[config.mk]
export PLATFORM = sky130hd
export DESIGN_NAME = fb_mem_arbiter
export DESIGN_NICKNAME = d
export VERILOG_FILES = /design/src/rtl/fb_mem_arbiter.sv
export SDC_FILE = /design/constraint.sdc
export NUM_CORES = 1
export LEC_CHECK = 0
export BUFFER_PORTS_ARGS = -buffer_cell sky130_fd_sc_hd__buf_2
export CAP_MARGIN = 10
export CORE_MARGIN = 2
export CORE_UTILIZATION = 45
export CTS_CLUSTER_SIZE = 40
export DETAILED_ROUTE_END_ITERATION = 10
export PLACE_DENSITY = 0.77
export SLEW_MARGIN = 30
export SYNTH_ARGS = -nofsm -noshare
export SYNTH_HDL_FRONTEND = slang
export SYNTH_SLANG_ARGS = --single-unit
export TNS_END_PERCENT = 1
[constraint.sdc]
create_clock -name clk -period 3.33 [get_ports clk]
set_input_delay 0.333 -clock clk [delete_from_list [all_inputs] [get_ports clk]]
set_output_delay 0.333 -clock clk [all_outputs]
set_load 0.02 [all_outputs]
[src/rtl/fb_mem_arbiter.sv]
// Frame-buffer memory arbiter: scan-out has strict priority, usb/dbg share the rest round-robin.
// Read data returns to its owner through a tagged pipeline matched to the memory latency.
module fb_mem_arbiter #(
  parameter int unsigned ADDR_W     = 16,
  parameter int unsigned DATA_W     = 8,
  parameter int unsigned MEM_LAT    = 2,
  parameter int unsigned STARVE_MAX = 64
) (
  input  logic              clk,
  input  logic              rst,
  input  logic              sc_req,
  input  logic [ADDR_W-1:0] sc_addr,
  output logic              sc_gnt,
  output logic              sc_rvalid,
  output logic [DATA_W-1:0] sc_rdata,
  input  logic              usb_req,
  input  logic [ADDR_W-1:0] usb_addr,
  input  logic [DATA_W-1:0] usb_wdata,
  output logic              usb_gnt,
  input  logic              dbg_req,
  input  logic              dbg_we,
  input  logic [ADDR_W-1:0] dbg_addr,
  input  logic [DATA_W-1:0] dbg_wdata,
  output logic              dbg_gnt,
  output logic              dbg_rvalid,
  output logic [DATA_W-1:0] dbg_rdata,
  output logic              mem_en,
  output logic              mem_we,
  output logic [ADDR_W-1:0] mem_addr,
  output logic [DATA_W-1:0] mem_wdata,
  input  logic [DATA_W-1:0] mem_rdata,
  output logic              starve
);

  localparam int unsigned CntW = $clog2(STARVE_MAX + 1);
  localparam logic [CntW-1:0] CntMax = CntW'(STARVE_MAX);

  typedef enum logic {RrUsb, RrDbg} rr_e;
  typedef enum logic {OwnSc, OwnDbg} own_e;

  rr_e               rr_q, rr_d;
  logic              iss_en_d, iss_we_d;
  logic [ADDR_W-1:0] addr_d;
  logic [DATA_W-1:0] wdata_d;
  logic              rd_v_d, iss_v_q;
  own_e              rd_own_d, iss_own_q;
  logic [MEM_LAT-1:0] tag_v_q;
  own_e              tag_own_q [MEM_LAT];
  logic              end_v;
  own_e              end_own;
  logic [CntW-1:0]   usb_cnt_q, usb_cnt_d, dbg_cnt_q, dbg_cnt_d;
  logic              starve_d;

  // Grant is purely combinational; reset suppresses every grant.
  always_comb begin
    sc_gnt  = 1'b0;
    usb_gnt = 1'b0;
    dbg_gnt = 1'b0;
    if (!rst) begin
      if (sc_req) begin
        sc_gnt = 1'b1;
      end else if (usb_req && (!dbg_req || rr_q == RrUsb)) begin
        usb_gnt = 1'b1;
      end else if (dbg_req) begin
        dbg_gnt = 1'b1;
      end
    end
  end

  always_comb begin
    rr_d     = rr_q;
    iss_en_d = sc_gnt | usb_gnt | dbg_gnt;
    iss_we_d = usb_gnt | (dbg_gnt & dbg_we);
    addr_d   = mem_addr;
    wdata_d  = mem_wdata;
    rd_v_d   = sc_gnt | (dbg_gnt & ~dbg_we);
    rd_own_d = dbg_gnt ? OwnDbg : OwnSc;
    if (sc_gnt) begin
      addr_d = sc_addr;
    end else if (usb_gnt) begin
      addr_d  = usb_addr;
      wdata_d = usb_wdata;
      rr_d    = RrDbg;
    end else if (dbg_gnt) begin
      addr_d = dbg_addr;
      if (dbg_we) wdata_d = dbg_wdata;
      rr_d = RrUsb;
    end
  end

  always_comb begin
    usb_cnt_d = '0;
    dbg_cnt_d = '0;
    if (usb_req && !usb_gnt) begin
      usb_cnt_d = (usb_cnt_q == CntMax) ? usb_cnt_q : usb_cnt_q + 1'b1;
    end
    if (dbg_req && !dbg_gnt) begin
      dbg_cnt_d = (dbg_cnt_q == CntMax) ? dbg_cnt_q : dbg_cnt_q + 1'b1;
    end
    starve_d = starve | (usb_cnt_d == CntMax) | (dbg_cnt_d == CntMax);
  end

  assign end_v   = tag_v_q[MEM_LAT-1];
  assign end_own = tag_own_q[MEM_LAT-1];

  always_ff @(posedge clk) begin
    if (rst) begin
      rr_q       <= RrUsb;
      mem_en     <= 1'b0;
      mem_we     <= 1'b0;
      mem_addr   <= '0;
      mem_wdata  <= '0;
      iss_v_q    <= 1'b0;
      iss_own_q  <= OwnSc;
      tag_v_q    <= '0;
      for (int i = 0; i < MEM_LAT; i++) tag_own_q[i] <= OwnSc;
      sc_rvalid  <= 1'b0;
      dbg_rvalid <= 1'b0;
      sc_rdata   <= '0;
      dbg_rdata  <= '0;
      usb_cnt_q  <= '0;
      dbg_cnt_q  <= '0;
      starve     <= 1'b0;
    end else begin
      rr_q      <= rr_d;
      mem_en    <= iss_en_d;
      mem_we    <= iss_we_d;
      mem_addr  <= addr_d;
      mem_wdata <= wdata_d;
      // Tag stage iss_* rides alongside mem_en; the MEM_LAT stages follow the memory.
      iss_v_q   <= rd_v_d;
      iss_own_q <= rd_own_d;
      tag_v_q[0]   <= iss_v_q;
      tag_own_q[0] <= iss_own_q;
      for (int i = 1; i < MEM_LAT; i++) begin
        tag_v_q[i]   <= tag_v_q[i-1];
        tag_own_q[i] <= tag_own_q[i-1];
      end
      sc_rvalid  <= end_v && (end_own == OwnSc);
      dbg_rvalid <= end_v && (end_own == OwnDbg);
      if (end_v && end_own == OwnSc) sc_rdata <= mem_rdata;
      if (end_v && end_own == OwnDbg) dbg_rdata <= mem_rdata;
      usb_cnt_q <= usb_cnt_d;
      dbg_cnt_q <= dbg_cnt_d;
      starve    <= starve_d;
    end
  end

endmodule
==> flow_summary.json, run 1 <==
{
  "synth_ff_type": "dfxtp_1",
  "wl_per_cell_microns": 13.7,
  "r2r_cells": 7,
  "setup_viol": 0,
  "synthesis.nets": 423,
  "final_cell_count_no_fill": 536,
  "skew_ns": 0.0153,
  "drcViolationCount": 0,
  "outcome": "finished clean",
  "nFillCells": 532,
  "start_util": 0.470,
  "grt_util_met2": 0.367,
  "fp.dieH_microns": 83.1,
  "met1_usage": 0.261,
  "synth_area_leaders": "dfxtp_1 (47%), nand2_1 (7.9%), nand3_1 (4.6%)",
  "power_density_nw_per_um2": 458,
  "gp_congestion": 0.814,
  "reg2reg_to": "mem_wdata[5]",
  "ys_ff_latch": 66,
  "fin_ws_ns": 1.08,
  "busiest_layer": "met2",
  "max_stage_delay_ns": 0.34,
  "cts_tree": "yes",
  "portBuffers": 125,
  "ctsHoldBuffers": 0,
  "cp-end-kind": "primary output",
  "fmax_ghz": 0.444,
  "min_from": "usb_addr[10]",
  "worst_ir_drop_vdd_mv": 0.327,
  "synth_top_area_share": 0.469,
  "core_sq_um": 5990,
  "place_inst": 520,
  "worstMarginPinSlew_ns": 0.549,
  "register_area_sq_um": 1320,
  "netlist_top_cells_count": "dfxtp_1 (66), nand2_1 (59), nor2_1 (30), nand3_1 (26), a21oi_1 (22)",
  "antenna_found_initial": 0,
  "reg2reg_slack_ns": 1.21,
  "cts.htree.levels": 3,
  "fin_tns_setup_ns": 0,
  "cp_top_family": "buffers and inverters",
  "std_cell_rows": 28,
  "relSlewSlack": 0.630,
  "grt_pass1_wl_mm": 12.2,
  "ios": 126,
  "critPathMaxFanout": 26,
  "grt_max_degree": 34,
  "yosysSeqAreaShare": 0.469,
  "yosys.area.top_type": "dfxtp_1",
  "min_period_ns": 2.25,
  "drv_slew": 0,
  "grt.met3_usage": 0.0567,
  "clk_path_buf_depth": 2,
  "drt_iter0_markers": 204,
  "grt_pass1_vias": 2707,
  "synth_most_common_cell": "dfxtp_1",
  "maxCapViolCount": 0,
  "clkTransAtPathRegs_ns": 0.08,
  "ys_types": 41,
  "slowest_stage": "buf_2",
  "dieArea_sq_um": 6910,
  "diodes": 0,
  "rsz0062_at_grt": "false",
  "die-width_microns": 83.1,
  "worstHoldPathCells": 3,
  "multi_input_area_sq_um": 1370,
  "crit_buf_inv": 5,
  "netlist_area_sq_um": 2820,
  "dp_hpwl_mm": 5.33,
  "worstSetupPathType": "primary input to primary output",
  "avgViaCountPerCell": 5.34,
  "required_ns": 3.00,
  "overflow": 0,
  "syn_inst": 341,
  "detail-route-antenna-nets": 0,
  "avgSynthCellArea_sq_um": 8.26,
  "period_share": 0.676,
  "wl_mm": 7.33,
  "layout.nets": 538,
  "drive_gt1_frac": 0.323,
  "timing.rr.start": "rr_q",
  "cts.sinks": 66,
  "ys_async_sr_fraction": 0,
  "worstSkewPairLatency_ns": 0.34,
  "pre_cts_slack_ns": 0.840,
  "area_delta_synth_final_pct": 29.5,
  "dr.pass1.iters": 5,
  "cts.repair.resized": 0,
  "vias": 2864,
  "numCtsBuffers": 9,
  "path_cells": "buf_2 > nor2_1 > nand3_1 > buf_4 > clkinv_1 > buf_4 > buf_2",
  "grt_usage": 0.214,
  "worstHoldPathType": "primary input to register",
  "timing_hold_violations_final": 0,
  "post_cts_buffers": 0,
  "cellLeakagePower_nw": 1.61,
  "synth_edf_count": 0,
  "cp-start-kind": "primary input",
  "cts-root-buf": "clkbuf_8",
  "arrival_ns": 1.92,
  "whs_endpoint": "mem_addr[10]",
  "ys_warn_count": 0
}
## through the flow
stage	util	hold WS [ns]	power [W]	instance area, sq um
6_report	0.609	0.246	0.00167	3650
3_5_place_dp	0.579	0.425	0.00108	3470
4_1_cts	0.609	0.241	0.00168	3650
3_3_place_gp	0.579	0.422	0.00108	3470
5_1_grt	0.609	0.243	0.00174	3650
2_1_floorplan	-	0.414	0.000982	2820
## routing by layer
layer	wire length [microns]	share of wire	vias to the layer above
li1	-	-	1415
met1	3070	0.42	1307
met2	3530	0.48	136
met3	657	0.090	6
met4	74	0.010	0
met5	0	0	-
## placed cells by master (no fill, tap or decap), drive strengths merged, types with 3 or more instances in the layout
| cell type | n |
|---|---|
| a21oi | 22 |
| a22oi | 16 |
| a311oi | 8 |
| a31oi | 14 |
| buf | 129 |
| clkbuf | 10 |
| clkinv | 3 |
| clkinvlp | 3 |
| dfxtp | 66 |
| ha | 4 |
| inv | 8 |
| nand2 | 59 |
| nand2b | 3 |
| nand3 | 26 |
| nor2 | 30 |
| nor2b | 11 |
| nor3 | 4 |
| o21ai | 3 |
| o22ai | 5 |
| or2 | 3 |
| xnor2 | 10 |
| xor2 | 4 |
## cells by family (layout without fill, tap and decap cells)
| logic type | after synthesis | after routing | synth area share |
|---|---|---|---|
| fa+ha+maj | 4 | 4 | 0.0178 |
| compound gates | 77 | 77 | 0.183 |
| simple gates | 146 | 146 | 0.237 |
| xor+xnor | 14 | 14 | 0.0435 |
| buf+inv | 33 | 153 | 0.0458 |
| mux | 1 | 1 | 0.00355 |
| flops | 66 | 66 | 0.469 |
## worst max path at each step
stage	startpoint	end	cells after the start
after global routing	rr_q	usb_gnt	6
after CTS	rr_q	usb_gnt	6
final	sc_req	usb_gnt	7
after global placement	sc_req	mem_wdata[3]	9
after floorplan	rst	dbg_gnt	5
after detailed placement	sc_req	mem_wdata[5]	8
## report_power, final
part           switching (W)  leakage, nW  internal, W
logic               0.000128        0.986    0.0000916
clock network       0.000315       0.0847     0.000290
registers          0.0000219        0.539     0.000822
## worst min-delay path: stages
cell and delay, ns:
buf_2 0.09, nand2_1 0.05, a31oi_1 0.07
## cell type report
class                   instances  area share
multi-input cells             242       0.375
flip-flops and latches         66       0.362
repair buffers                129       0.180
clock buffers                  10      0.0377
well taps                      75      0.0257
clock inverters                 6      0.0113
inverters                       8     0.00824
## sequential cells by signal, indices dropped and copies added (netlist names), 2 cells and up
signal / cells
mem_addr: 16
tag_v_q: 2
usb_cnt_q: 7
dbg_rdata: 8
sc_rdata: 8
dbg_cnt_q: 7
tag_own_q: 2
mem_wdata: 8
No activity file was read; power rests on OpenSTA's default activity.
==> run 2, diff against run 1 <==
- CORE_UTILIZATION: 45 -> 42
- PLACE_DENSITY: 0.77 -> 0.75
- clock period: 3.33 -> 2 ns (I/O delays scaled with it)
==> flow_summary.json, run 2 (synthesized netlist as in run 1, its figures left out) <==
{
  "outcome": "finished, violations left",
  "violations": "design-rule violations",
  "dp_hpwl_mm": 5.20,
  "regMostFlops": "mem_addr",
  "worstSetupPathType": "register to register",
  "arrival_ns": 2.19,
  "worstHoldPathType": "primary input to register",
  "grt_usage": 0.203,
  "maxCapViolCount": 0,
  "cts.htree.levels": 3,
  "pre_cts_slack_ns": 0.135,
  "p_clk_frac": 0.364,
  "min_period_ns": 1.91,
  "cp-end-kind": "register",
  "period_share": 0.956,
  "diodes": 0,
  "worst_ir_drop_vdd_mv": 0.392,
  "gp_congestion": 0.827,
  "detail-route-antenna-nets": 0,
  "nFillCells": 573,
  "final_cell_mix": "buf_2 (125), dfxtp_1 (66), nand2_1 (59), nor2_1 (30), nand3_1 (26)",
  "p_int_w": 0.00201,
  "ios": 126,
  "drive_gt1_frac": 0.330,
  "area_delta_synth_final_pct": 30.9,
  "ctsHoldBuffers": 0,
  "power_frac_seq": 0.503,
  "grt_pass1_vias": 2662,
  "worstSkewPairLatency_ns": 0.34,
  "cts.repair.resized": 0,
  "relSlewSlack": 0.608,
  "mostFrequentLayoutCell": "buf_2",
  "wl_per_cell_microns": 13.5,
  "cp-start-kind": "register",
  "drt_iter0_markers": 105,
  "numCtsBuffers": 9,
  "clkTransAtPathRegs_ns": 0.07,
  "timing_hold_violations_final": 0,
  "start_util": 0.439,
  "largest_reg_flops": 16,
  "overflow": 0,
  "core_sq_um": 6420,
  "worstSetupStartpoint": "usb_cnt_q[0]",
  "die-width_microns": 85.9,
  "dpl_cell_area_sq_um": 3510,
  "dr.pass1.iters": 7,
  "worstMarginPinSlew_ns": 0.587,
  "required_ns": 2.27,
  "drv_slew": 0,
  "fmax_ghz": 0.523,
  "portBuffers": 125,
  "min_from": "mem_rdata[5]",
  "register_area_sq_um": 1320,
  "timing.rr.start": "usb_cnt_q[0]",
  "p_comb_frac": 0.133,
  "cts-root-buf": "clkbuf_8",
  "fin_tns_setup_ns": 0,
  "clk_path_buf_depth": 2,
  "rsz0062_at_grt": "false",
  "netSwitchingFraction": 0.279,
  "power_density_nw_per_um2": 756,
  "p_sw_w": 0.000776,
  "grt_pass1_wl_mm": 11.9,
  "post_cts_buffers": 0,
  "setup_viol": 0,
  "avgViaCountPerCell": 5.20,
  "cellLeakagePower_nw": 1.63,
  "grt_max_degree": 30,
  "drcViolationCount": 4,
  "stdcell_area_sq_um": 3690,
  "cts_tree": "yes",
  "layout.nets": 543,
  "multi_input_area_sq_um": 1370,
  "fp.dieH_microns": 85.9,
  "cts.sinks": 66,
  "dieArea_sq_um": 7380,
  "std_cell_rows": 29,
  "fin_ws_ns": 0.0873,
  "skew_ns": 0.00493,
  "vias": 2825,
  "wl_mm": 7.33,
  "critPathMaxFanout": 7,
  "antenna_found_initial": 0
}
## run 2: changes by cell type in the layout (fill, tap and decap cells not counted)
cell	before	now
buf_4	4	9
## run 2: per-stage QoR
stage               total power (W)  utilization  hold slack [ns]  instances
floorplan                   0.00164            -            0.306        341
finish                      0.00279        0.574            0.111        543
global placement            0.00180        0.546            0.422        527
global route                0.00292        0.574            0.105        543
detailed placement          0.00180        0.546            0.425        527
CTS                         0.00283        0.574           0.0866        543
## run 2: final cells by class
cell class	instances	share of cell area
multi-input cells	242	0.371
well taps	77	0.0261
clock buffers	10	0.0373
flip-flops and latches	66	0.358
clock inverters	6	0.0112
inverters	8	0.00815
repair buffers	134	0.188
## run 2: worst max-delay path, stage by stage (launching register included)
cell	delay (ns)
dfxtp_1	0.45
inv_1	0.11
ha_1	0.32
or4b_1	0.53
o41a_1	0.37
o21ai_2	0.07
## run 2: power groups by stage
stage | Clock (W) | Sequential [W] | Combinational (W)
after floorplan | 0 | 0.00148 | 0.000152
after global placement | 0 | 0.00143 | 0.000367
after detailed placement | 0 | 0.00143 | 0.000373
after CTS | 0.00106 | 0.00140 | 0.000374
after global routing | 0.00111 | 0.00141 | 0.000412
final | 0.00101 | 0.00140 | 0.000371
## run 2: metal layers
layer,share of wire,wire [microns],track usage,vias to the layer above
met5,0,0,0,-
met2,0.46,3410,0.323,113
li1,-,-,-,1422
met1,0.44,3200,0.251,1281
met3,0.081,596,0.0616,9
met4,0.017,125,0.0996,0
## run 2: path summary, 6_finish.rpt
check | slack [ns] | endpoint | cells past startpoint
worst min-delay path | 0.11 | sc_rdata[5] | 3
worst min register to register | 0.43 | tag_own_q[0][1] | 1
worst max register to register | 0.09 | starve | 5
worst max-delay path | 0.09 | starve | 5
